File: src/rtl/psum_acc_relu.sv
// Partial-sum accumulator: sums NUM_PSUM signed psums, adds bias, arithmetic-shifts, clamps.
// Optional macro PSUM_RELU_EN selects a ReLU clamp [0, max] instead of the signed clamp.
`ifndef PSUM_DATA_LEN
`define PSUM_DATA_LEN 16
`endif

module psum_acc_relu #(
  parameter int DATA_LEN = `PSUM_DATA_LEN,
  parameter int ACC_LEN  = 32,
  parameter int NUM_PSUM = 4,
  parameter int SHIFT    = 8
) (
  input  logic                clk,
  input  logic                rst,
  input  logic                flush,
  input  logic                in_valid,
  output logic                in_ready,
  input  logic [DATA_LEN-1:0] in_data,
  input  logic [DATA_LEN-1:0] bias,
  output logic                out_valid,
  input  logic                out_ready,
  output logic [DATA_LEN-1:0] out_data,
  output logic                busy
);

  localparam int CNT_W = (NUM_PSUM > 1) ? $clog2(NUM_PSUM) : 1;
  localparam logic [CNT_W-1:0] CNT_LAST = CNT_W'(NUM_PSUM - 1);

  localparam logic signed [ACC_LEN-1:0] SAT_MAX =
    {{(ACC_LEN-DATA_LEN+1){1'b0}}, {(DATA_LEN-1){1'b1}}};
`ifdef PSUM_RELU_EN
  localparam logic signed [ACC_LEN-1:0] SAT_MIN = '0;
`else
  localparam logic signed [ACC_LEN-1:0] SAT_MIN =
    {{(ACC_LEN-DATA_LEN+1){1'b1}}, {(DATA_LEN-1){1'b0}}};
`endif

  typedef enum logic [1:0] {ST_ACC, ST_POST, ST_HOLD} state_t;

  state_t                     state;
  logic [CNT_W-1:0]           cnt;
  logic signed [ACC_LEN-1:0]  acc;
  logic signed [ACC_LEN-1:0]  sum_b;
  logic signed [ACC_LEN-1:0]  shifted;
  logic [DATA_LEN-1:0]        clamped;
  logic                       beat;

  // flush must block the handshake in the same cycle so upstream keeps its data
  assign in_ready = (state == ST_ACC) && !flush;
  assign beat     = in_valid && in_ready;
  assign busy     = (cnt != '0) || (state != ST_ACC);

  // NOTE: every output of a combinational block gets a default first, so no path can infer a latch.
  always_comb begin
    sum_b   = acc + {{(ACC_LEN-DATA_LEN){bias[DATA_LEN-1]}}, bias};
    shifted = sum_b >>> SHIFT;
    clamped = shifted[DATA_LEN-1:0];
    if (shifted > SAT_MAX)
      clamped = SAT_MAX[DATA_LEN-1:0];
    else if (shifted < SAT_MIN)
      clamped = SAT_MIN[DATA_LEN-1:0];
  end

  // NOTE: sequential state uses non-blocking assignments so every register samples pre-edge values.
  always_ff @(posedge clk or posedge rst) begin
    if (rst) begin
      state     <= ST_ACC;
      cnt       <= '0;
      acc       <= '0;
      out_valid <= 1'b0;
      out_data  <= '0;
    end else if (flush) begin
      state     <= ST_ACC;
      cnt       <= '0;
      acc       <= '0;
      out_valid <= 1'b0;
    end else begin
      case (state)
        ST_ACC: begin
          if (beat) begin
            acc <= acc + {{(ACC_LEN-DATA_LEN){in_data[DATA_LEN-1]}}, in_data};
            if (cnt == CNT_LAST) begin
              cnt   <= '0;
              state <= ST_POST;
            end else begin
              cnt <= cnt + CNT_W'(1);
            end
          end
        end
        ST_POST: begin
          out_data  <= clamped;
          out_valid <= 1'b1;
          acc       <= '0;
          state     <= ST_HOLD;
        end
        ST_HOLD: begin
          if (out_ready) begin
            out_valid <= 1'b0;
            state     <= ST_ACC;
          end
        end
        default: state <= ST_ACC;
      endcase
    end
  end

endmodule

File: config.mk
export PLATFORM = sky130hd
export DESIGN_NAME = psum_acc_relu
export DESIGN_NICKNAME = d
export VERILOG_FILES = /design/src/rtl/psum_acc_relu.sv
export SDC_FILE = /design/constraint.sdc
export NUM_CORES = 1
export LEC_CHECK = 0
export BUFFER_PORTS_ARGS = -buffer_cell sky130_fd_sc_hd__buf_2
export CAP_MARGIN = 20
export CORE_UTILIZATION = 52
export DETAILED_ROUTE_END_ITERATION = 8
export PLACE_DENSITY = 0.82
export RECOVER_POWER = 25
export SLEW_MARGIN = 20
export SYNTH_ARGS = -nofsm -noshare
export SYNTH_HDL_FRONTEND = slang
export SYNTH_SLANG_ARGS = --single-unit
File: constraint.sdc
create_clock -name clk -period 9.42 [get_ports clk]
set_input_delay 0.942 -clock clk [delete_from_list [all_inputs] [get_ports clk]]
set_output_delay 0.942 -clock clk [all_outputs]
set_load 0.01 [all_outputs]
==> results.sh, run 1 <==
export IMPL_critPathCaptureType="register"
export IMPL_critical_path_max_fanout=17
export IMPL_finalSetupTns_ps=0
export IMPL_grt_usage_pct=25.8
export IMPL_syn2layout_area_growth_pct=8.84
export IMPL_clock_root_buffer="clkbuf_8"
export IMPL_post_route_min_period_ps=4080
export IMPL_grt_pass1_vias=4517
export IMPL_finalPower_uw=993
export IMPL_drv_cap=1
export IMPL_cts_buffer_depth=2
export IMPL_arrival_ps=4350
export IMPL_synth_fp_nets=715
export IMPL_regArea_mm2=0.00133
export IMPL_grt_antenna_before_repair=0
export IMPL_p_leak_uw=0.00268
export IMPL_cts_buffers=5
export IMPL_finalClockSkew_ps=8.31
export IMPL_num_rows=35
export IMPL_start_util_pct=54.6
export IMPL_status="finished with violations"
export IMPL_synth_async_sr_flop_share_pct=100
export IMPL_yosys_warnings=0
export IMPL_die_h_um=101
export IMPL_multi_input_area_mm2=0.00366
export IMPL_seq_area_frac_synth_pct=25.8
export IMPL_wl_per_cell_um=15.9
export IMPL_worst_setup_path_start_kind="input port"
export IMPL_syn_cell_area_mm2=0.00514
export IMPL_nets=758
export IMPL_grt_overflow_total=0
export IMPL_peakVddDrop_mv=0.0911
export IMPL_drtAntennaViolNets=0
export IMPL_cts_tree="built"
export IMPL_ys_flop_type="dfrtp_1"
export IMPL_die_w_um=101
export IMPL_powerDensity_mw_per_mm2=178
export IMPL_cts_setup_buffers=0
export IMPL_htreeDepth=2
export IMPL_synth_cell_type_count=61
export IMPL_slew_viol_final=54
export IMPL_via_count=4786
export IMPL_cts_resized=0
export IMPL_place_gp_congestion=0.932
export IMPL_synth_edf_count=0
export IMPL_io_pins=56
export IMPL_slew_headroom_pct=-55.0
export IMPL_holdCritPathClass="register to register"
export IMPL_insertion_delay_ps=330
export IMPL_die_area_mm2=0.0103
export IMPL_setup_viol=0
export IMPL_rsz0062_at_grt="no"
export IMPL_cts_clk_slew_worst_paths_ps=100
export IMPL_cp_required_ps=9690
export IMPL_hold_viol_final=0
export IMPL_critical_path_class="input port to register"
export IMPL_cts_hold_buffers=0
export IMPL_synth_seq_cells=53
export IMPL_drcViolationCount=0
export IMPL_n_antenna_cell=0
export IMPL_clock_fmax_ghz=0.245
export IMPL_syn_inst=614
export IMPL_timing_final_crit_share_pct=43.3
export IMPL_grt_max_degree=54
export IMPL_hold_slack_ps=512
export IMPL_worst_pin_slew_ps=2310
export IMPL_io_buffers=55
export IMPL_drive_above_1_share_pct=12.2
export IMPL_grt_first_pass_wirelength_mm=21.0
export IMPL_wirelength_mm=12.5
export IMPL_avgSynthCellArea_um2=8.37
export IMPL_violations="capacitance limit, slew limit"
export IMPL_n_fill_cell=855
export IMPL_clkSinkCount=53
export IMPL_drt_initial_drc_count=230
export IMPL_dr_pass1_iters=5
export IMPL_coreArea_mm2=0.00942
export IMPL_avgViaCountPerCell=6.08
export IMPL_dp_hpwl_mm=9.84
[cells in the final DEF, fill, tap and decap left out, types with 8 or more instances in the layout]
cell type and n:
nand2_1 71, a21oi_1 67, ha_1 63, buf_2 54
dfrtp_1 53, o21ai_0 48, a21o_1 31, nor2_1 28
xor2_1 27, xnor2_1 19, inv_1 15, o22a_1 15
nor3_1 13, nand3_1 13, nand2b_1 9, o21bai_1 9
nand4_1 8
[worst max-delay path: stages]
cell and delay [ps]:
buf_2 210, ha_1 480, nand4_1 160, or3_1 450, o32ai_1 330, a211o_1 230
a221oi_2 80, xor2_1 180, nor4_1 400, nand3_2 320, a221oi_1 410, o22a_1 170
[logic make-up (layout without fill, tap and decap cells)]
kind of cell	Yosys count	count (layout)	synth area share, %
DFF	53	53	25.8
and+or+nand+nor	177	177	16.2
buffers and inverters	37	81	3.02
muxes	2	2	0.414
AOI/OAI and AO/OA	234	234	30.7
xor gates and xnor gates	47	47	8.16
adders and majority gates	64	64	15.7
[power by group]
| group | internal, µW | switching (µW) |
|---|---|---|
| logic | 230 | 310 |
| clock network | 54.3 | 87.1 |
| registers | 273 | 37.7 |
| total | 557 | 435 |
[through the flow]
| stage | instances | setup slack, ps | util (%) | instance area [µm²] |
|---|---|---|---|---|
| final | 787 | 5340 | 59.4 | 5590 |
| after global routing | 787 | 5150 | 59.4 | 5590 |
| after detailed placement | 779 | 5100 | 58.4 | 5500 |
| after CTS | 787 | 5370 | 59.4 | 5590 |
| after floorplan | 614 | 5800 | - | 5140 |
| after global placement | 779 | 5260 | 58.4 | 5500 |
[sequential cells by signal, indices dropped and copies added (netlist names)]
register,cells
acc,32
cnt,2
out_valid,1
out_data,16
state,2
[synthesized netlist by cell type, drive strengths merged (2+ instances only)]
cell	n	area [µm²]
or4	3	22.5
o21ai	48	240
o41ai	2	25.0
and2	3	18.8
ha	63	788
xor2	27	236
o2111ai	3	26.3
or3	7	43.8
a22o	3	26.3
nor3	13	65.1
and3	7	43.8
dfrtp	53	1330
a2111oi	4	53.8
clkbuf	13	48.8
nand3	14	75.1
a221oi	4	41.3
a21o	31	233
o22a	15	131
a21oi	69	360
nor4	4	25.0
nand2	71	267
o31ai	5	37.5
a211oi	8	65.1
buf	8	46.3
a211o	2	17.5
o21a	7	52.6
o211ai	5	37.5
or2	2	12.5
o311ai	2	17.5
xnor2	20	183
a31oi	5	31.3
nor2b	5	31.3
nand4	8	50.1
inv	16	60.1
a21boi	5	41.3
nor2	30	115
o21bai	9	67.6
nand2b	9	56.3
[final timing paths]
| check | from | endpoint | slack, ps | cells past startpoint |
|---|---|---|---|---|
| hold reg to reg | out_data[2]$_DFFE_PP0P_ | out_data[2]$_DFFE_PP0P_ | 510 | 1 |
| min in group asynchronous | rst | out_data[0]$_DFFE_PP0P_ | 1230 | 2 |
| hold / removal | out_data[2]$_DFFE_PP0P_ | out_data[2]$_DFFE_PP0P_ | 510 | 1 |
| max in group asynchronous | rst | acc[22]$_DFFE_PP0P_ | 7150 | 2 |
| setup / recovery | bias[15] | out_data[1]$_DFFE_PP0P_ | 5340 | 12 |
| setup reg to reg | acc[2]$_DFFE_PP0P_ | out_data[1]$_DFFE_PP0P_ | 5710 | 11 |
[layout make-up]
cell class | instances | area share, %
inverters | 16 | 1.10
repair buffers | 57 | 5.17
clock inverters | 3 | 0.470
flip-flops and latches | 53 | 23.7
multi-input cells | 524 | 65.4
well taps | 129 | 2.89
clock buffers | 5 | 1.23
[per-layer routing]
layer	global-route usage [%]	wire length, µm	vias up
met2	43.1	5760	144
li1	-	-	2384
met5	0	0	-
met4	9.25	334	0
met3	3.59	563	33
met1	34.1	5860	2225
Power figures use the tool's default switching activity.
==> inputs of run 2 (changes only) <==
PLACE_DENSITY = 0.85   (was 0.82)
clock period = 3.6 ns   (was 9.42 ns; I/O delays follow)
==> results.sh, run 2 (synthesized netlist as in run 1, its figures left out) <==
export IMPL_status="completed"
export IMPL_drcViolationCount=0
export IMPL_worst_setup_path_start_kind="register"
export IMPL_grt_pass1_vias=4733
export IMPL_wl_per_cell_um=15.9
export IMPL_cp_required_ps=3860
export IMPL_holdCritPathClass="input port to asynchronous set/reset pin"
export IMPL_dp_slack_ps=50.3
export IMPL_largest_register_ffs=32
export IMPL_rsz0062_at_grt="no"
export IMPL_cts_buffers=5
export IMPL_clkSinkCount=53
export IMPL_wirelength_mm=12.9
export IMPL_insertion_delay_ps=320
export IMPL_layout_setup_ws_ps=194
export IMPL_drt_initial_drc_count=238
export IMPL_cts_clk_slew_worst_paths_ps=110
export IMPL_syn2layout_area_growth_pct=12.8
export IMPL_slew_viol_final=0
export IMPL_layout_common_cells="nand2_1, a21oi_1, ha_1"
export IMPL_die_h_um=101
export IMPL_nets=777
export IMPL_cts_hold_buffers=0
export IMPL_grt_first_pass_wirelength_mm=22.0
export IMPL_layout_commonest_cell="nand2_1"
export IMPL_grt_overflow_total=0
export IMPL_hold_viol_final=0
export IMPL_coreArea_mm2=0.00942
export IMPL_finalClockSkew_ps=21.8
export IMPL_drive_above_1_share_pct=14.9
export IMPL_peakVddDrop_mv=0.229
export IMPL_grt_max_degree=33
export IMPL_cts_buffer_depth=2
export IMPL_dp_hpwl_mm=10.4
export IMPL_n_antenna_cell=0
export IMPL_critPathCaptureType="register"
export IMPL_multi_input_area_mm2=0.00367
export IMPL_regArea_mm2=0.00133
export IMPL_drv_cap=0
export IMPL_grt_usage_pct=26.6
export IMPL_n_fill_cell=837
export IMPL_slew_headroom_pct=23.8
export IMPL_htreeDepth=2
export IMPL_p_leak_uw=0.00280
export IMPL_arrival_ps=3670
export IMPL_critical_path_class="register to register"
export IMPL_avgViaCountPerCell=6.09
export IMPL_placed_area_mm2=0.00566
export IMPL_via_count=4908
export IMPL_critical_path_max_fanout=13
export IMPL_powerDensity_mw_per_mm2=470
export IMPL_worst_pin_slew_ps=1140
export IMPL_start_util_pct=54.6
export IMPL_setup_viol=0
export IMPL_post_route_min_period_ps=3410
export IMPL_grt_antenna_before_repair=0
export IMPL_num_rows=35
export IMPL_place_gp_congestion=0.914
export IMPL_regMostFlops="acc"
export IMPL_final_area_mm2=0.00579
export IMPL_cts_tree="built"
export IMPL_timing_final_crit_share_pct=94.6
export IMPL_die_w_um=101
export IMPL_dr_pass1_iters=6
export IMPL_clock_root_buffer="clkbuf_8"
export IMPL_top_regs="acc: 32 flops, out_data: 16 flops"
export IMPL_die_area_mm2=0.0103
export IMPL_io_pins=56
export IMPL_io_buffers=55
export IMPL_clock_fmax_ghz=0.294
export IMPL_drtAntennaViolNets=0
export IMPL_finalSetupTns_ps=0
-- run 2: critical path: stages (launching register included) --
cell	delay, ps
dfrtp_1	440
ha_1	330
a21oi_1	200
a21oi_1	120
or3_1	420
a211o_1	350
a221oi_2	270
xor2_1	120
nor4_1	370
nand3_2	100
buf_4	190
a221oi_1	270
o22a_1	160
-- run 2: final cells by class --
type                            count  area share [%]
Multi-Input combinational cell    524            63.4
Sequential cell                    53            22.9
Timing Repair Buffer               76            7.75
Tap cell                          129            2.79
Clock buffer                        6            1.43
Inverter                           16            1.04
Clock inverter                      2           0.713
-- run 2: stage by stage --
stage | hold WS, ps | util (%) | power (µW) | std cells
finish | 88.4 | 61.5 | 2720 | 806
global route | 155 | 61.5 | 2950 | 806
CTS | 21.4 | 61.4 | 2710 | 803
detailed placement | 364 | 60.1 | 2270 | 795
global placement | 485 | 59.5 | 2200 | 793
floorplan | 473 | - | 1880 | 614
-- run 2: worst paths after layout --
check / from / endpoint / slack (ps) / depth (start not counted)
worst max-delay path: acc[5]$_DFFE_PP0P_ / out_data[1]$_DFFE_PP0P_ / 190 / 12
worst min-delay path: rst / out_data[1]$_DFFE_PP0P_ / 90 / 2
worst max register to register: acc[5]$_DFFE_PP0P_ / out_data[1]$_DFFE_PP0P_ / 190 / 12
worst min register to register: out_data[6]$_DFFE_PP0P_ / out_data[6]$_DFFE_PP0P_ / 510 / 1
max in group asynchronous: rst / acc[24]$_DFFE_PP0P_ / 2060 / 3
min in group clk: out_ready / state[1]$_DFFE_PP0P_ / 290 / 4
-- run 2: what timing repair did --
action	4_1_cts	5_1_grt
gates resized for setup	0	4
endpoints found under the setup margin	0	17
hold endpoints to repair	0	0
buffers inserted	0	3
-- run 2: per-layer routing --
layer  track usage [%]  vias to the layer above  routed length, µm
met4              8.03                        0                304
met3              3.86                       34                663
met1              34.2                     2314               5770
met2              46.3                      146               6110
li1                  -                     2414                  -
met5                 0                        -                  0
-- run 2: where the power goes --
group | total [µW] | internal, µW | leakage (µW) | switching [µW]
clock | 447 | 232 | 0.0000633 | 216
sequential | 816 | 714 | 0.000683 | 102
combinational | 1460 | 643 | 0.00206 | 817
total | 2720 | 1590 | 0.00280 | 1130
